### src/rtl/vx_interrupt_controller_if.sv
// Thread-transfer control link between the interrupt controller (master) and the
// SIMT scheduler's thread transfer unit (slave).
interface vx_interrupt_controller_if #(
   parameter int unsigned THREAD_CNT = 4,
   parameter int unsigned WARP_CNT   = 4,
   parameter int unsigned XLEN       = 32,
   localparam int unsigned WARP_CNT_WIDTH = (WARP_CNT > 1) ? $clog2(WARP_CNT) : 1,
   localparam int unsigned TID_WIDTH      = (THREAD_CNT > 1) ? $clog2(THREAD_CNT) : 1
);
   logic [2:0]                state;
   logic [WARP_CNT_WIDTH-1:0] wid;
   logic [TID_WIDTH-1:0]      tid;
   logic [XLEN-1:0]           load_pc;
   logic [THREAD_CNT-1:0]     load_tmask;
   logic [WARP_CNT-1:0]       load_wmask;
   logic [XLEN-1:0]           rha;

   logic                      pipeline_drained;
   logic                      thread_found;
   logic [THREAD_CNT-1:0]     current_thread_mask;
   logic [XLEN-1:0]           current_pc;
   logic [WARP_CNT-1:0]       current_active_warps;
   logic                      isr_done;

   modport master (
      output state, wid, tid, load_pc, load_tmask, load_wmask, rha,
      input  pipeline_drained, thread_found, current_thread_mask, current_pc,
             current_active_warps, isr_done
   );

   modport slave (
      input  state, wid, tid, load_pc, load_tmask, load_wmask, rha,
      output pipeline_drained, thread_found, current_thread_mask, current_pc,
             current_active_warps, isr_done
   );
endinterface

### src/rtl/vx_interrupt_controller.sv
// IRQC front end: takes an SC thread-transfer request, sequences the TTU through a PC swap
// and warp revert, then returns a status. Macro IRQC_TIMEOUT_EN bounds the drain wait.
module vx_interrupt_controller #(
   parameter int unsigned THREAD_CNT = 4,
   parameter int unsigned WARP_CNT   = 4,
   parameter int unsigned XLEN       = 32,
`ifdef IRQC_TIMEOUT_EN
   parameter int unsigned TIMEOUT_CYCLES = 1024,
`endif
   localparam int unsigned WARP_CNT_WIDTH = (WARP_CNT > 1) ? $clog2(WARP_CNT) : 1,
   localparam int unsigned TID_WIDTH      = (THREAD_CNT > 1) ? $clog2(THREAD_CNT) : 1
) (
   input  logic                      i_clk,
   input  logic                      i_reset,
   input  logic                      i_irq_valid,
   output logic                      o_irq_ready,
   input  logic [WARP_CNT_WIDTH-1:0] i_irq_wid,
   input  logic [TID_WIDTH-1:0]      i_irq_tid,
   input  logic [XLEN-1:0]           i_irq_isr_pc,
   input  logic [XLEN-1:0]           i_rha_addr,
   output logic                      o_resp_valid,
   input  logic                      i_resp_ready,
   output logic [1:0]                o_resp_status,
   output logic [XLEN-1:0]           o_resp_pc,
   vx_interrupt_controller_if.master io_ttu
);

   typedef enum logic [2:0] {
      IrqcIdle       = 3'd0,
      IrqcWait       = 3'd1,
      IrqcPcSwap     = 3'd2,
      IrqcWaitIsr    = 3'd3,
      IrqcRevertWarp = 3'd4
   } irqc_state_e;

   localparam logic [1:0] STATUS_OK        = 2'd0;
   localparam logic [1:0] STATUS_NOT_FOUND = 2'd1;
   localparam logic [1:0] STATUS_BAD_ARG   = 2'd3;

   // One extra bit so a count equal to 2**width still compares correctly.
   localparam logic [TID_WIDTH:0]      TID_LIMIT  = THREAD_CNT[TID_WIDTH:0];
   localparam logic [WARP_CNT_WIDTH:0] WARP_LIMIT = WARP_CNT[WARP_CNT_WIDTH:0];

`ifdef IRQC_TIMEOUT_EN
   localparam logic [1:0]  STATUS_TIMEOUT = 2'd2;
   localparam logic [15:0] TIMEOUT_LAST   = 16'(TIMEOUT_CYCLES - 1);
   logic [15:0]            r_timeout_cnt;
`endif

   irqc_state_e           r_state;
   logic [WARP_CNT_WIDTH-1:0] r_wid;
   logic [TID_WIDTH-1:0]  r_tid;
   logic [XLEN-1:0]       r_isr_pc;
   logic [XLEN-1:0]       r_saved_pc;
   logic [THREAD_CNT-1:0] r_saved_tmask;
   logic [WARP_CNT-1:0]   r_saved_wmask;
   logic [XLEN-1:0]       r_load_pc;
   logic [THREAD_CNT-1:0] r_load_tmask;
   logic [WARP_CNT-1:0]   r_load_wmask;
   logic                  r_resp_valid;
   logic [1:0]            r_resp_status;
   logic [XLEN-1:0]       r_resp_pc;

   logic w_irq_fire;
   logic w_bad_arg;

   assign o_irq_ready = (r_state == IrqcIdle) && !r_resp_valid;
   assign w_irq_fire  = i_irq_valid && o_irq_ready;
   assign w_bad_arg   = ({1'b0, i_irq_tid} >= TID_LIMIT) || ({1'b0, i_irq_wid} >= WARP_LIMIT);

   always_ff @(posedge i_clk) begin
      if (i_reset) begin
         r_state       <= IrqcIdle;
         r_wid         <= '0;
         r_tid         <= '0;
         r_isr_pc      <= '0;
         r_saved_pc    <= '0;
         r_saved_tmask <= '0;
         r_saved_wmask <= '0;
         r_load_pc     <= '0;
         r_load_tmask  <= '0;
         r_load_wmask  <= '0;
         r_resp_valid  <= 1'b0;
         r_resp_status <= '0;
         r_resp_pc     <= '0;
`ifdef IRQC_TIMEOUT_EN
         r_timeout_cnt <= '0;
`endif
      end else begin
         if (r_resp_valid && i_resp_ready) begin
            r_resp_valid  <= 1'b0;
            r_resp_status <= '0;
            r_resp_pc     <= '0;
         end

         unique case (r_state)
            IrqcIdle: begin
               if (w_irq_fire) begin
                  r_wid    <= i_irq_wid;
                  r_tid    <= i_irq_tid;
                  r_isr_pc <= i_irq_isr_pc;
                  if (w_bad_arg) begin
                     r_resp_valid  <= 1'b1;
                     r_resp_status <= STATUS_BAD_ARG;
                     r_resp_pc     <= '0;
                  end else begin
                     r_state <= IrqcWait;
`ifdef IRQC_TIMEOUT_EN
                     r_timeout_cnt <= '0;
`endif
                  end
               end
            end
            IrqcWait: begin
               // A drain seen on the last allowed cycle takes priority over the timeout.
               if (io_ttu.pipeline_drained) begin
                  if (io_ttu.thread_found) begin
                     r_saved_pc    <= io_ttu.current_pc;
                     r_saved_tmask <= io_ttu.current_thread_mask;
                     r_saved_wmask <= io_ttu.current_active_warps;
                     r_load_pc     <= r_isr_pc;
                     r_state       <= IrqcPcSwap;
                  end else begin
                     r_state       <= IrqcIdle;
                     r_resp_valid  <= 1'b1;
                     r_resp_status <= STATUS_NOT_FOUND;
                     r_resp_pc     <= '0;
                  end
               end
`ifdef IRQC_TIMEOUT_EN
               else if (r_timeout_cnt == TIMEOUT_LAST) begin
                  r_state       <= IrqcIdle;
                  r_resp_valid  <= 1'b1;
                  r_resp_status <= STATUS_TIMEOUT;
                  r_resp_pc     <= '0;
               end else begin
                  r_timeout_cnt <= r_timeout_cnt + 16'd1;
               end
`endif
            end
            IrqcPcSwap: begin
               r_state <= IrqcWaitIsr;
            end
            IrqcWaitIsr: begin
               // load_pc keeps the ISR PC so the TTU can match the ISR-end jump.
               if (io_ttu.isr_done) begin
                  r_load_pc    <= r_saved_pc;
                  r_load_tmask <= r_saved_tmask;
                  r_load_wmask <= r_saved_wmask;
                  r_state      <= IrqcRevertWarp;
               end
            end
            IrqcRevertWarp: begin
               r_load_pc     <= '0;
               r_load_tmask  <= '0;
               r_load_wmask  <= '0;
               r_state       <= IrqcIdle;
               r_resp_valid  <= 1'b1;
               r_resp_status <= STATUS_OK;
               r_resp_pc     <= r_saved_pc;
            end
            default: begin
               r_state <= IrqcIdle;
            end
         endcase
      end
   end

   assign io_ttu.state      = r_state;
   assign io_ttu.wid        = r_wid;
   assign io_ttu.tid        = r_tid;
   assign io_ttu.load_pc    = r_load_pc;
   assign io_ttu.load_tmask = r_load_tmask;
   assign io_ttu.load_wmask = r_load_wmask;
   assign io_ttu.rha        = i_rha_addr;

   assign o_resp_valid  = r_resp_valid;
   assign o_resp_status = r_resp_status;
   assign o_resp_pc     = r_resp_pc;

endmodule

### src/flat_wrapper.sv
// flat-port wrapper written by rule: the top's interface ports become plain ports
module vx_interrupt_controller_flat 
#(
   parameter int unsigned THREAD_CNT = 4,
   parameter int unsigned WARP_CNT   = 4,
   parameter int unsigned XLEN       = 32,

   localparam int unsigned WARP_CNT_WIDTH = (WARP_CNT > 1) ? $clog2(WARP_CNT) : 1,
   localparam int unsigned TID_WIDTH      = (THREAD_CNT > 1) ? $clog2(THREAD_CNT) : 1
)
  (i_clk, i_reset, i_irq_valid, o_irq_ready, i_irq_wid, i_irq_tid, i_irq_isr_pc, i_rha_addr, o_resp_valid, i_resp_ready, o_resp_status, o_resp_pc, io_ttu_state, io_ttu_wid, io_ttu_tid, io_ttu_load_pc, io_ttu_load_tmask, io_ttu_load_wmask, io_ttu_rha, io_ttu_pipeline_drained, io_ttu_thread_found, io_ttu_current_thread_mask, io_ttu_current_pc, io_ttu_current_active_warps, io_ttu_isr_done);
  vx_interrupt_controller_if #(.THREAD_CNT(THREAD_CNT), .WARP_CNT(WARP_CNT), .XLEN(XLEN)) io_ttu_i ();
  input  logic i_clk;
  input  logic i_reset;
  input  logic i_irq_valid;
  output logic o_irq_ready;
  input  logic [WARP_CNT_WIDTH-1:0] i_irq_wid;
  input  logic [TID_WIDTH-1:0] i_irq_tid;
  input  logic [XLEN-1:0] i_irq_isr_pc;
  input  logic [XLEN-1:0] i_rha_addr;
  output logic o_resp_valid;
  input  logic i_resp_ready;
  output logic [1:0] o_resp_status;
  output logic [XLEN-1:0] o_resp_pc;
  output wire logic [$bits(io_ttu_i.state)-1:0] io_ttu_state;
  output wire logic [$bits(io_ttu_i.wid)-1:0] io_ttu_wid;
  output wire logic [$bits(io_ttu_i.tid)-1:0] io_ttu_tid;
  output wire logic [$bits(io_ttu_i.load_pc)-1:0] io_ttu_load_pc;
  output wire logic [$bits(io_ttu_i.load_tmask)-1:0] io_ttu_load_tmask;
  output wire logic [$bits(io_ttu_i.load_wmask)-1:0] io_ttu_load_wmask;
  output wire logic [$bits(io_ttu_i.rha)-1:0] io_ttu_rha;
  input wire logic [$bits(io_ttu_i.pipeline_drained)-1:0] io_ttu_pipeline_drained;
  input wire logic [$bits(io_ttu_i.thread_found)-1:0] io_ttu_thread_found;
  input wire logic [$bits(io_ttu_i.current_thread_mask)-1:0] io_ttu_current_thread_mask;
  input wire logic [$bits(io_ttu_i.current_pc)-1:0] io_ttu_current_pc;
  input wire logic [$bits(io_ttu_i.current_active_warps)-1:0] io_ttu_current_active_warps;
  input wire logic [$bits(io_ttu_i.isr_done)-1:0] io_ttu_isr_done;
  assign io_ttu_state = io_ttu_i.state;
  assign io_ttu_wid = io_ttu_i.wid;
  assign io_ttu_tid = io_ttu_i.tid;
  assign io_ttu_load_pc = io_ttu_i.load_pc;
  assign io_ttu_load_tmask = io_ttu_i.load_tmask;
  assign io_ttu_load_wmask = io_ttu_i.load_wmask;
  assign io_ttu_rha = io_ttu_i.rha;
  assign io_ttu_i.pipeline_drained = io_ttu_pipeline_drained;
  assign io_ttu_i.thread_found = io_ttu_thread_found;
  assign io_ttu_i.current_thread_mask = io_ttu_current_thread_mask;
  assign io_ttu_i.current_pc = io_ttu_current_pc;
  assign io_ttu_i.current_active_warps = io_ttu_current_active_warps;
  assign io_ttu_i.isr_done = io_ttu_isr_done;
  vx_interrupt_controller #(.THREAD_CNT(THREAD_CNT), .WARP_CNT(WARP_CNT), .XLEN(XLEN)) u_core (.i_clk(i_clk), .i_reset(i_reset), .i_irq_valid(i_irq_valid), .o_irq_ready(o_irq_ready), .i_irq_wid(i_irq_wid), .i_irq_tid(i_irq_tid), .i_irq_isr_pc(i_irq_isr_pc), .i_rha_addr(i_rha_addr), .o_resp_valid(o_resp_valid), .i_resp_ready(i_resp_ready), .o_resp_status(o_resp_status), .o_resp_pc(o_resp_pc), .io_ttu(io_ttu_i));
endmodule
### config.mk
export PLATFORM = sky130hd
export DESIGN_NAME = vx_interrupt_controller_flat
export DESIGN_NICKNAME = d
export VERILOG_FILES = /design/src/rtl/vx_interrupt_controller_if.sv /design/src/rtl/vx_interrupt_controller.sv /design/src/flat_wrapper.sv
export SDC_FILE = /design/constraint.sdc
export NUM_CORES = 1
export LEC_CHECK = 0
export CAP_MARGIN = 20
export CORE_UTILIZATION = 44
export DETAILED_ROUTE_END_ITERATION = 8
export GPL_TIMING_DRIVEN = 0
export PLACE_DENSITY = 0.8
export REMOVE_ABC_BUFFERS = 1
export SYNTH_ARGS = -nofsm -noshare
export SYNTH_HDL_FRONTEND = slang
export SYNTH_SLANG_ARGS = --single-unit
### constraint.sdc
create_clock -name i_clk -period 2 [get_ports i_clk]
set_input_delay 0.3 -clock i_clk [delete_from_list [all_inputs] [get_ports i_clk]]
set_output_delay 0.3 -clock i_clk [all_outputs]
set_load 0.02 [all_outputs]
### Word level (Yosys, flattened, before mapping)

Index checks and enable logic that the tools add are counted.

| storage, ports and cells | value |
|---|---|
| bits in registers | 154 |
| output and inout port bits | 115 |

| cells by class | value |
|---|---|
| reduce and logical (&&, ||, !) cells | 12 |
| multiplexer cells | 25 |
| eq/ne operators | 8 |

Operators with widths:

| operator | count |
|---|---|
| 32-bit 2-to-1 mux | 6 |
| 32-bit one-hot mux with 3 select lines | 1 |
| 32-bit one-hot mux with 2 select lines | 1 |
| 4-bit one-hot mux with 2 select lines | 2 |
| 3-bit one-hot mux with 4 select lines | 1 |
| 3-bit 2-to-1 mux | 3 |
| 2-bit 2-to-1 mux | 4 |
| 4-bit 2-to-1 mux | 2 |
| 3-bit by 2-bit == test with 1-bit output (second input constant) | 2 |
| 2-bit != test (second input constant) | 3 |
| 3-bit AND reduction | 2 |
| 2-bit one-hot mux with 2 select lines | 1 |
| 2-bit AND reduction | 2 |
| 4-bit AND reduction | 1 |
| 3-bit by 1-bit == test with 1-bit output (second input constant) | 1 |
| 3-bit == test (second input constant) | 1 |
| 1-bit logical AND | 3 |
| 3-bit zero test | 1 |
| 1-bit 2-to-1 mux | 3 |
| 3-bit nonzero test | 1 |
| 2-bit by 1-bit != test with 1-bit output (second input constant) | 1 |
| 1-bit one-hot mux with 2 select lines | 1 |
| 2-bit nonzero test | 1 |
| 1-bit zero test | 1 |

### Logic depth before layout (Yosys ltp)

Gate-level depths: netlist (run 1).

| logic depth | value |
|---|---|
| depth after elaboration | 5 |
| mapped depth | 8 |

### Worst setup path before layout (run 1)

OpenSTA, ideal clock, no wires.

| timing path | value |
|---|---|
| path kind | register -> register |
| start point | register u_core.r_state[1], in the netlist u_core.io_ttu.state[1] |
| end point | register u_core.r_tid[1], in the netlist u_core.io_ttu.tid[1] |
| period minus slack after synthesis | 1.954 ns |
| data arrival time | 1.822 ns |
| required time | 1.868 ns |
| path slack | 0.046 ns |
| path buffers | 2 |
| cell stages (with the launch flop) | 7 |
| cell sequence | dfxtp_1 > buf_4 > nor4_2 > nand2_1 > clkbuf_1 > nand2_1 > a21oi_1 |

| between the ends | value |
|---|---|
| longest elaborated chain between the ends | 4 |

RTL lines:

| item | RTL line | RTL |
|---|---|---|
| from (decl) | vx_interrupt_controller.sv:50 | `irqc_state_e r_state;` |
| from (signal assigned) | vx_interrupt_controller.sv:73 | `r_state <= IrqcIdle;` |
| from (signal assigned) | vx_interrupt_controller.sv:107 | `r_state <= IrqcWait;` |
| from (signal assigned) | vx_interrupt_controller.sv:122 | `r_state <= IrqcPcSwap;` |
| 3-bit zero test | vx_interrupt_controller.sv:67 | `assign o_irq_ready = (r_state == IrqcIdle) && !r_resp_valid;` |
| 1-bit logical AND | vx_interrupt_controller.sv:67 |  |
| named net o_irq_ready | flat_wrapper.sv:16 | `output logic o_irq_ready;` |
| 1-bit logical AND | vx_interrupt_controller.sv:68 | `assign w_irq_fire = i_irq_valid && o_irq_ready;` |
| 2-bit AND reduction (no line) | - |  |
| to (signal assigned) | vx_interrupt_controller.sv:100 | `r_tid <= i_irq_tid;` |
| to (decl) | vx_interrupt_controller.sv:52 | `logic [TID_WIDTH-1:0] r_tid;` |

The timed path passes the listed nets, and every way through them passes these cells.
A chain may end at the register's enable or synchronous reset.

### Final worst setup path (run 1)

| timing path | value |
|---|---|
| start point | register u_core.r_state[0], in the netlist u_core.io_ttu.state[0] |
| end point | register u_core.r_load_pc[1], in the netlist u_core.io_ttu.load_pc[1] |

| between the ends | value |
|---|---|
| longest elaborated chain between the ends | 3 |
| elaborated cells between the ends (all ways) | 9 |
| those cells by class | 6 x eq/ne; 1 x mux; 2 x reduce/logical |

RTL lines:

| item | RTL line | RTL |
|---|---|---|
| 3-bit by 1-bit == test with 1-bit output, or another cell as far along | vx_interrupt_controller.sv:96 | `unique case (r_state)` |
| 2-bit != test (no line) / 3-bit nonzero test (equally long branches) | - |  |
| 4-bit AND reduction (no line) | - |  |
| to (signal assigned) | vx_interrupt_controller.sv:121 | `r_load_pc <= r_isr_pc;` |
| to (signal assigned) | vx_interrupt_controller.sv:147 | `r_load_pc <= r_saved_pc;` |
| to (decl) | vx_interrupt_controller.sv:57 | `logic [XLEN-1:0] r_load_pc;` |

Parallel ways exist; a longest one is shown, timed or not.

==> results of run 1 <==
worst max-delay path, cell delays in order, from the launching register on:
cell and delay [ns]:
sky130_fd_sc_hd__dfxtp_4 0.40, sky130_fd_sc_hd__buf_16 0.16, sky130_fd_sc_hd__and4b_2 0.36, sky130_fd_sc_hd__a211oi_4 0.10, sky130_fd_sc_hd__buf_4 0.15, sky130_fd_sc_hd__buf_8 0.15
sky130_fd_sc_hd__or3_1 0.40, sky130_fd_sc_hd__a21oi_2 0.16
cell families (layout without fill, tap and decap cells):
kind of cell,Yosys count,in the layout
AO/OA/AOI/OAI,220,221
multiplexers,1,1
flip-flops,154,154
buffers and inverters,97,236
AND/OR/NAND/NOR,288,290
routing by layer:
metal | global-route usage, % | part of all wire (%) | wire length [um] | up-vias
li1 | - | - | - | 2827
met1 | 36.8 | 42 | 8930 | 2902
met2 | 43.4 | 45 | 9650 | 332
met3 | 12.0 | 11 | 2330 | 34
met4 | 8.98 | 1.8 | 376 | 0
met5 | 1.84 | 0 | 0 | -
sequential cells by signal (all words and copies together) (netlist names):
register	flops
u_core.r_isr_pc	32
u_core.io_ttu.load_pc	32
u_core.io_ttu.tid	2
u_core.r_saved_tmask	4
u_core.o_resp_valid	1
u_core.io_ttu.state	3
u_core.r_saved_pc	32
u_core.io_ttu.load_wmask	4
u_core.io_ttu.wid	2
u_core.o_resp_status	2
u_core.r_saved_wmask	4
u_core.o_resp_pc	32
u_core.io_ttu.load_tmask	4
report_power, final:
| part | internal (W) | switching [W] | leakage [nW] |
|---|---|---|---|
| registers | 0.00315 | 0.0000689 | 1.25 |
| clock network | 0.00200 | 0.00131 | 0.285 |
| logic | 0.000366 | 0.000413 | 1.45 |
cell usage in the layout (no fill, tap or decap), types with 2 or more instances in the layout:
master / count
sky130_fd_sc_hd__buf_12: 3
sky130_fd_sc_hd__a211oi_4: 2
sky130_fd_sc_hd__clkinv_2: 2
sky130_fd_sc_hd__dfxtp_1: 151
sky130_fd_sc_hd__dfxtp_4: 3
sky130_fd_sc_hd__a21oi_2: 2
sky130_fd_sc_hd__o22ai_1: 32
sky130_fd_sc_hd__clkbuf_16: 18
sky130_fd_sc_hd__buf_8: 4
sky130_fd_sc_hd__bufinv_16: 3
sky130_fd_sc_hd__clkinvlp_4: 5
sky130_fd_sc_hd__a22oi_1: 33
sky130_fd_sc_hd__clkinv_4: 3
sky130_fd_sc_hd__a21oi_1: 146
sky130_fd_sc_hd__buf_16: 6
sky130_fd_sc_hd__nor2_1: 36
sky130_fd_sc_hd__nand2_1: 203
sky130_fd_sc_hd__nand2_4: 2
sky130_fd_sc_hd__clkdlybuf4s50_1: 163
sky130_fd_sc_hd__inv_1: 2
sky130_fd_sc_hd__a211oi_1: 2
sky130_fd_sc_hd__or3_1: 32
sky130_fd_sc_hd__nor2b_4: 2
sky130_fd_sc_hd__buf_4: 22
path summary, 6_finish.rpt:
| kind | start | slack, ns | endpoint |
|---|---|---|---|
| hold / removal | i_reset | 0.39 | u_core.o_resp_pc[12] |
| hold reg to reg | u_core.io_ttu.load_pc[0] | 0.45 | u_core.io_ttu.load_pc[0] |
| setup reg to reg | u_core.io_ttu.state[0] | 0.03 | u_core.io_ttu.load_pc[1] |
| setup / recovery | u_core.io_ttu.state[0] | 0.03 | u_core.io_ttu.load_pc[1] |
through the flow:
step | utilization (%) | hold slack (ns) | cell area, um^2 | total power (W)
after CTS | 63.9 | 0.361 | 8560 | 0.00729
final | 64.9 | 0.391 | 8690 | 0.00731
after floorplan | - | 0.369 | 5610 | 0.00357
after global placement | 55.8 | 0.438 | 7480 | 0.00393
after global routing | 64.9 | 0.400 | 8690 | 0.00755
after detailed placement | 57.7 | 0.442 | 7740 | 0.00398
final cells by class:
class / count / area (um^2) / share of cell area [%]
clock buffer: 18 / 439 / 5.05
clock inverter: 14 / 173 / 1.99
inverter: 3 / 11.3 / 0.130
multi-input combinational: 512 / 2630 / 30.3
sequential: 154 / 3090 / 35.6
tap: 176 / 220 / 2.53
timing repair buffer: 201 / 2120 / 24.4
repair_timing:
action                     CTS  global route
pin swaps                    2             2
resized for setup           14             8
gates cloned                 2             2
setup endpoints to repair  154            42
hold endpoints to repair     0             0
buffers inserted            14            11
==> impl_table.tex, run 1 <==
\begin{tabular}{lr}
\hline
Metric & Value \\
\hline
\multicolumn{2}{l}{\textbf{Floorplanning}} \\
Number of top-level pins & 230 \\
Starting density of the core & 45.8\% \\
Row Count & 42 \\
Area of the placeable core & 0.0134 mm\^{}2 \\
Die width & 120 um \\
Full die area & 0.0144 mm\^{}2 \\
Vertical die dimension & 120 um \\
\multicolumn{2}{l}{\textbf{Timing}} \\
Final worst-path setup slack & 0.0254 ns \\
Clock Skews & 0.00734 ns \\
Transition at the pin with the smallest max-transition slack & 0.692 ns \\
Crit path time final & 1.97 ns \\
Final Hold Fails & 0 \\
Post-Route Setup TNS & 0 ns \\
Max Slew Vio Count & 0 \\
Final period utilization & 98.7\% \\
Top achievable clock speed & 0.506 GHz \\
Setup violations, final & 0 \\
Relative slew margins & 53.9\% \\
\multicolumn{2}{l}{\textbf{Setup path}} \\
Crit path launch type & flip-flop \\
Path type of the worst setup path & flip-flop to flip-flop \\
Kind of end point of the critical path & flip-flop \\
Worst-path fanout max & 26 \\
Required time of the critical path & 2.34 ns \\
Depth of the most critical reg-to-reg path & 7 \\
Arr. time, crit path & 2.32 ns \\
\multicolumn{2}{l}{\textbf{Place}} \\
Port-buffer cells & 165 \\
Weighted congestion reported at the end of routability-driven placement & 0.720 \\
HPWL reported at the end of detailed placement & 11700 um \\
Pre-CTS setup slack & -0.658 ns \\
Placed Cells incl. Taps & 1017 \\
\multicolumn{2}{l}{\textbf{Worst hold path}} \\
Hold path depth & 2 \\
Hold/Removal Path Class & input pin to flip-flop \\
\multicolumn{2}{l}{\textbf{Cells and area}} \\
Area Overhead vs Synth & 41.6\% \\
Layout cells sized above 1 & 10.4\% \\
Net count reported at finish & 1004 \\
N\_diodes & 0 \\
Filler cell count & 1086 \\
Cell Count, Final, Fillers Out & 1078 \\
\multicolumn{2}{l}{\textbf{Clock network}} \\
Clock insertion delay at the later pin of the skew report & 0.42 ns \\
Buffer depth of the longest clock path & 2 \\
\# hold bufs at CTS & 0 \\
Total clock buffers created by CTS & 17 \\
Number of clock sinks seen by CTS & 154 \\
Reg clk slew, reported paths & 0.06 ns \\
CTS H-tree depth & 4 \\
Root buffer cell & sky130\_fd\_sc\_hd\_\_clkbuf\_16 \\
CTS tree & built \\
\multicolumn{2}{l}{\textbf{Drt}} \\
Wire length reported by the detailed router & 21300 um \\
Iteration-0 DRC count of the detailed router & 693 \\
Post-route ant nets & 0 \\
Number of vias after detailed routing & 6095 \\
Detail-routed net length per standard cell & 19.8 um \\
Post-route DRC & 0 \\
Via-per-instance ratio & 5.65 \\
Number of detailed-route iterations in the first pass & 5 \\
\multicolumn{2}{l}{\textbf{Synthesis}} \\
Leading cell type by number of instances after synthesis & sky130\_fd\_sc\_hd\_\_nand2\_1 \\
Register bit count reported by yosys & 154 \\
Top cell type by total area after synthesis & sky130\_fd\_sc\_hd\_\_dfxtp\_1 \\
Synth Area in Compound Gates & 20.6\% \\
Gate Count Post-Synth & 760 \\
Post-synth top cells & sky130\_fd\_sc\_hd\_\_nand2\_1 (205), sky130\_fd\_sc\_hd\_\_dfxtp\_1 (154), sky130\_fd\_sc\_hd\_\_a21oi\_1 (148), sky130\_fd\_sc\_hd\_\_buf\_4 (40), sky130\_fd\_sc\_hd\_\_nor2\_1 (37) \\
Average cell area after synthesis & 8.08 um\^{}2 \\
Most used flip-flop cell after synthesis & sky130\_fd\_sc\_hd\_\_dfxtp\_1 \\
Share of the yosys chip area belonging to registers & 50.2\% \\
Count of yosys warnings during synthesis & 0 \\
Ranking of synthesized cells by area & sky130\_fd\_sc\_hd\_\_dfxtp\_1 (50\%), sky130\_fd\_sc\_hd\_\_nand2\_1 (13\%), sky130\_fd\_sc\_hd\_\_a21oi\_1 (12\%), sky130\_fd\_sc\_hd\_\_buf\_4 (4.9\%), sky130\_fd\_sc\_hd\_\_a22oi\_1 (4.0\%) \\
Post-Synth Simple-Gate Area & 20.2\% \\
Share of async-settable or async-resettable flops after synthesis & 0\% \\
Xor/xnor cell area share of the yosys netlist & 0\% \\
Number of flops mapped to enable cells by yosys & 0 \\
Cell area after technology mapping & 0.00614 mm\^{}2 \\
Largest family of logic cells by synthesized area & compound AO/OA/AOI/OAI gates \\
Area share of the leading cell type in the synthesized netlist & 50.2\% \\
Unique cell type count in the Yosys netlist & 32 \\
Portion of netlist area occupied by mux cells & 0.183\% \\
Share of synthesized cell area in full adder, half adder and majority cells & 0\% \\
\multicolumn{2}{l}{\textbf{Pwr}} \\
Leak Pwr & 2.99 nW \\
Highest ir drop seen on vdd & 593 uV \\
Total power per unit cell area & 841 mW/mm\^{}2 \\
\multicolumn{2}{l}{\textbf{Run status}} \\
Outcome & finished, final reports clean \\
\multicolumn{2}{l}{\textbf{Global route}} \\
Largest net degree at the start of global routing & 89 \\
First-pass GRT wire length & 31100 um \\
Antenna violations before repair & 0 \\
Tot GR Track Use & 28.7\% \\
Total grt overflow & 0 \\
Number of global-route vias before repair & 5592 \\
\multicolumn{2}{l}{\textbf{Run}} \\
Max-capacitance violation count & 0 \\
\hline
\end{tabular}
No activity file was read; power rests on OpenSTA's default activity.
==> run 2: changes to the inputs <==
Settings changed: CORE_UTILIZATION 44 to 49, CTS_BUF_LIST set to sky130_fd_sc_hd__clkbuf_4, PLACE_DENSITY 0.8 to 0.88, REMOVE_ABC_BUFFERS 1 to not set.
Clock period 2 ns to 2.4 ns, I/O delays scaled along.
==> run 2 against run 1 <==
  * Die area is 10% lower
  * Flip-flop and latch count did not move
  * Highest routed layer unchanged
  * First-iteration DRC count decreased by 29%
==> impl_table.tex, run 2 (synthesis gave the netlist of run 1 again) <==
\begin{tabular}{lr}
\hline
Metric & Value \\
\hline
\multicolumn{2}{l}{\textbf{Run status}} \\
Outcome & finished, final reports clean \\
\multicolumn{2}{l}{\textbf{Floorplanning}} \\
Area of the placeable core & 0.0121 mm\^{}2 (-9.6\%) \\
Row Count & 40 (-4.8\%) \\
Starting density of the core & 50.7\% (+4.9 points) \\
Die width & 114 um (-5.2\%) \\
Vertical die dimension & 114 um (-5.2\%) \\
Number of top-level pins & 230 (unchanged) \\
Full die area & 0.0130 mm\^{}2 (-10\%) \\
\multicolumn{2}{l}{\textbf{Drt}} \\
Post-route DRC & 0 (unchanged) \\
Wire length reported by the detailed router & 18100 um (-15\%) \\
Post-route ant nets & 0 (unchanged) \\
Number of vias after detailed routing & 6178 (+1.4\%) \\
Iteration-0 DRC count of the detailed router & 490 (-29\%) \\
Via-per-instance ratio & 5.34 (-5.6\%) \\
Detail-routed net length per standard cell & 15.6 um (-21\%) \\
Number of detailed-route iterations in the first pass & 5 (unchanged) \\
\multicolumn{2}{l}{\textbf{Setup path}} \\
Number of buffer and inverter instances along the worst setup path & 2 (-1) \\
Kind of end point of the critical path & output pin \\
Arr. time, crit path & 1.84 ns (-0.48 ns) \\
Slowest stage cell on the critical path & sky130\_fd\_sc\_hd\_\_dfxtp\_1 \\
Crit path launch type & flip-flop \\
Worst-path fanout max & 10 (-62\%) \\
Delay of the slowest cell on the worst path & 0.38 ns (-0.02 ns) \\
Required time of the critical path & 2.04 ns (-0.30 ns) \\
Path type of the worst setup path & flip-flop to output pin \\
Crit-path leading delay family & buffers and inverters \\
Chain of cells forming the critical path & buf\_4 > nor4\_2 > dlygate4sd2\_1 \\
\multicolumn{2}{l}{\textbf{Place}} \\
HPWL reported at the end of detailed placement & 13000 um (+11\%) \\
Weighted congestion reported at the end of routability-driven placement & 0.837 (+16\%) \\
Port-buffer cells & 197 (+19\%) \\
Placed Cells incl. Taps & 1125 (+11\%) \\
\multicolumn{2}{l}{\textbf{Global route}} \\
Tot GR Track Use & 28.3\% (-0.40 points) \\
Number of global-route vias before repair & 5937 (+6.2\%) \\
First-pass GRT wire length & 28800 um (-7.5\%) \\
Antenna violations before repair & 0 (unchanged) \\
Largest net degree at the start of global routing & 17 (-81\%) \\
Total grt overflow & 0 (unchanged) \\
\multicolumn{2}{l}{\textbf{Cells and area}} \\
Most frequent standard cell in the layout excluding fill and tap cells & sky130\_fd\_sc\_hd\_\_nand2\_1 \\
Area Overhead vs Synth & 40.9\% \\
N\_diodes & 0 (unchanged) \\
Layout cells sized above 1 & 9.71\% (-0.71 points) \\
Utilization of the core after routing & 71.4\% (+6.6 points) \\
Commonest cells after routing, fill and taps aside & sky130\_fd\_sc\_hd\_\_nand2\_1 (205), sky130\_fd\_sc\_hd\_\_clkdlybuf4s50\_1 (196), sky130\_fd\_sc\_hd\_\_dfxtp\_1 (154), sky130\_fd\_sc\_hd\_\_a21oi\_1 (148), sky130\_fd\_sc\_hd\_\_buf\_4 (40) \\
Cell Count, Final, Fillers Out & 1157 (+7.3\%) \\
Net count reported at finish & 1091 (+8.7\%) \\
\multicolumn{2}{l}{\textbf{Clock network}} \\
Reg clk slew, reported paths & 0.13 ns (+0.07 ns) \\
Setup fix buffers added after clock tree synthesis & 0 (-14) \\
Root buffer cell & sky130\_fd\_sc\_hd\_\_clkbuf\_4 \\
Buffer depth of the longest clock path & 2 (unchanged) \\
CTS H-tree depth & 4 (unchanged) \\
Total clock buffers created by CTS & 17 (unchanged) \\
\# hold bufs at CTS & 0 (unchanged) \\
CTS tree & built \\
Number of clock sinks seen by CTS & 154 (unchanged) \\
Clock insertion delay at the later pin of the skew report & 0.53 ns (+0.11 ns) \\
Resized cells post-CTS & 1 (-13) \\
\multicolumn{2}{l}{\textbf{Pwr}} \\
Highest ir drop seen on vdd & 297 uV (-50\%) \\
Leak Pwr & 3.01 nW (+0.81\%) \\
Total power per unit cell area & 602 mW/mm\^{}2 (-28\%) \\
\multicolumn{2}{l}{\textbf{Timing}} \\
Crit path time final & 2.20 ns \\
Setup violations, final & 0 (unchanged) \\
Transition at the pin with the smallest max-transition slack & 0.839 ns (+0.147 ns) \\
Setup repair after global routing missed its margin & false \\
Final Hold Fails & 0 (unchanged) \\
Max Slew Vio Count & 0 (unchanged) \\
Clock Skews & 0.0129 ns (+0.00552 ns) \\
Top achievable clock speed & 0.455 GHz \\
Relative slew margins & 44.0\% (-9.8 points) \\
Final period utilization & 91.7\% \\
\multicolumn{2}{l}{\textbf{Run}} \\
Max-capacitance violation count & 0 (unchanged) \\
\multicolumn{2}{l}{\textbf{Synthesis}} \\
Number of nets in the synthesized netlist & 875 \\
\multicolumn{2}{l}{\textbf{Worst hold path}} \\
Hold/Removal Path Class & input pin to flip-flop \\
\hline
\end{tabular}
run 2: cell count changes in the layout (fill, tap and decap cells not counted), moves of 4 or more:
cell | before | now
sky130_fd_sc_hd__buf_16 | 6 | 0
sky130_fd_sc_hd__clkbuf_4 | 0 | 17
sky130_fd_sc_hd__clkdlybuf4s50_1 | 163 | 196
sky130_fd_sc_hd__buf_2 | 0 | 18
sky130_fd_sc_hd__buf_8 | 4 | 0
sky130_fd_sc_hd__buf_4 | 22 | 40
sky130_fd_sc_hd__clkbuf_16 | 18 | 0
sky130_fd_sc_hd__clkbuf_1 | 0 | 35
run 2: path summary, 6_finish.rpt:
kind	depth (start not counted)	to	slack, ns	start
setup / recovery	3	o_irq_ready	0.20	u_core.io_ttu.state[1]
hold / removal	3	u_core.r_saved_pc[19]	0.36	io_ttu_current_pc[19]
setup reg to reg	6	u_core.o_resp_pc[14]	0.28	u_core.io_ttu.state[2]
hold reg to reg	2	u_core.io_ttu.load_tmask[0]	0.45	u_core.r_saved_tmask[0]
run 2: final cells by class:
| cell class | instances | area, um^2 |
|---|---|---|
| Sequential cell | 154 | 3080 |
| Inverter | 3 | 11.3 |
| Multi-Input combinational cell | 509 | 2510 |
| Buffer | 94 | 533 |
| Clock buffer | 17 | 128 |
| Timing Repair Buffer | 197 | 1970 |
| Fill cell | 1022 | 3460 |
| Clock inverter | 15 | 205 |
| Tap cell | 168 | 210 |
run 2: metal layers:
layer / vias up / global-route usage (%) / wire (um)
li1: 2996 / - / -
met1: 2861 / 35.5 / 7540
met2: 287 / 48.6 / 8870
met3: 34 / 5.15 / 1320
met4: 0 / 10.4 / 370
met5: - / 0 / 0
run 2: worst register-to-register path, stage by stage (launching register included):
cell	delay (ns)
sky130_fd_sc_hd__dfxtp_1	0.42
sky130_fd_sc_hd__buf_2	0.25
sky130_fd_sc_hd__nor4bb_2	0.10
sky130_fd_sc_hd__a221oi_2	0.70
sky130_fd_sc_hd__buf_2	0.36
sky130_fd_sc_hd__a22oi_1	0.11
sky130_fd_sc_hd__nor2_1	0.12
run 2: stage by stage:
| stage | total power, W | hold slack (ns) | worst slack, ns | area [um^2] | TNS, ns |
|---|---|---|---|---|---|
| after floorplan | 0.00311 | 0.432 | 0.446 | 6140 | 0 |
| after CTS | 0.00521 | 0.333 | 0.183 | 8650 | 0 |
| after global placement | 0.00343 | 0.440 | -0.0931 | 8320 | -2.48 |
| final | 0.00521 | 0.361 | 0.200 | 8650 | 0 |
| after global routing | 0.00539 | 0.351 | 0.113 | 8650 | 0 |
| after detailed placement | 0.00345 | 0.447 | -0.105 | 8320 | -2.65 |
run 2: report_power, final:
| part | switching (W) | leakage [nW] | internal, W |
|---|---|---|---|
| sequential | 0.0000554 | 1.25 | 0.00263 |
| clock | 0.000891 | 0.174 | 0.000914 |
| combinational | 0.000371 | 1.59 | 0.000349 |
| total | 0.00132 | 3.01 | 0.00389 |
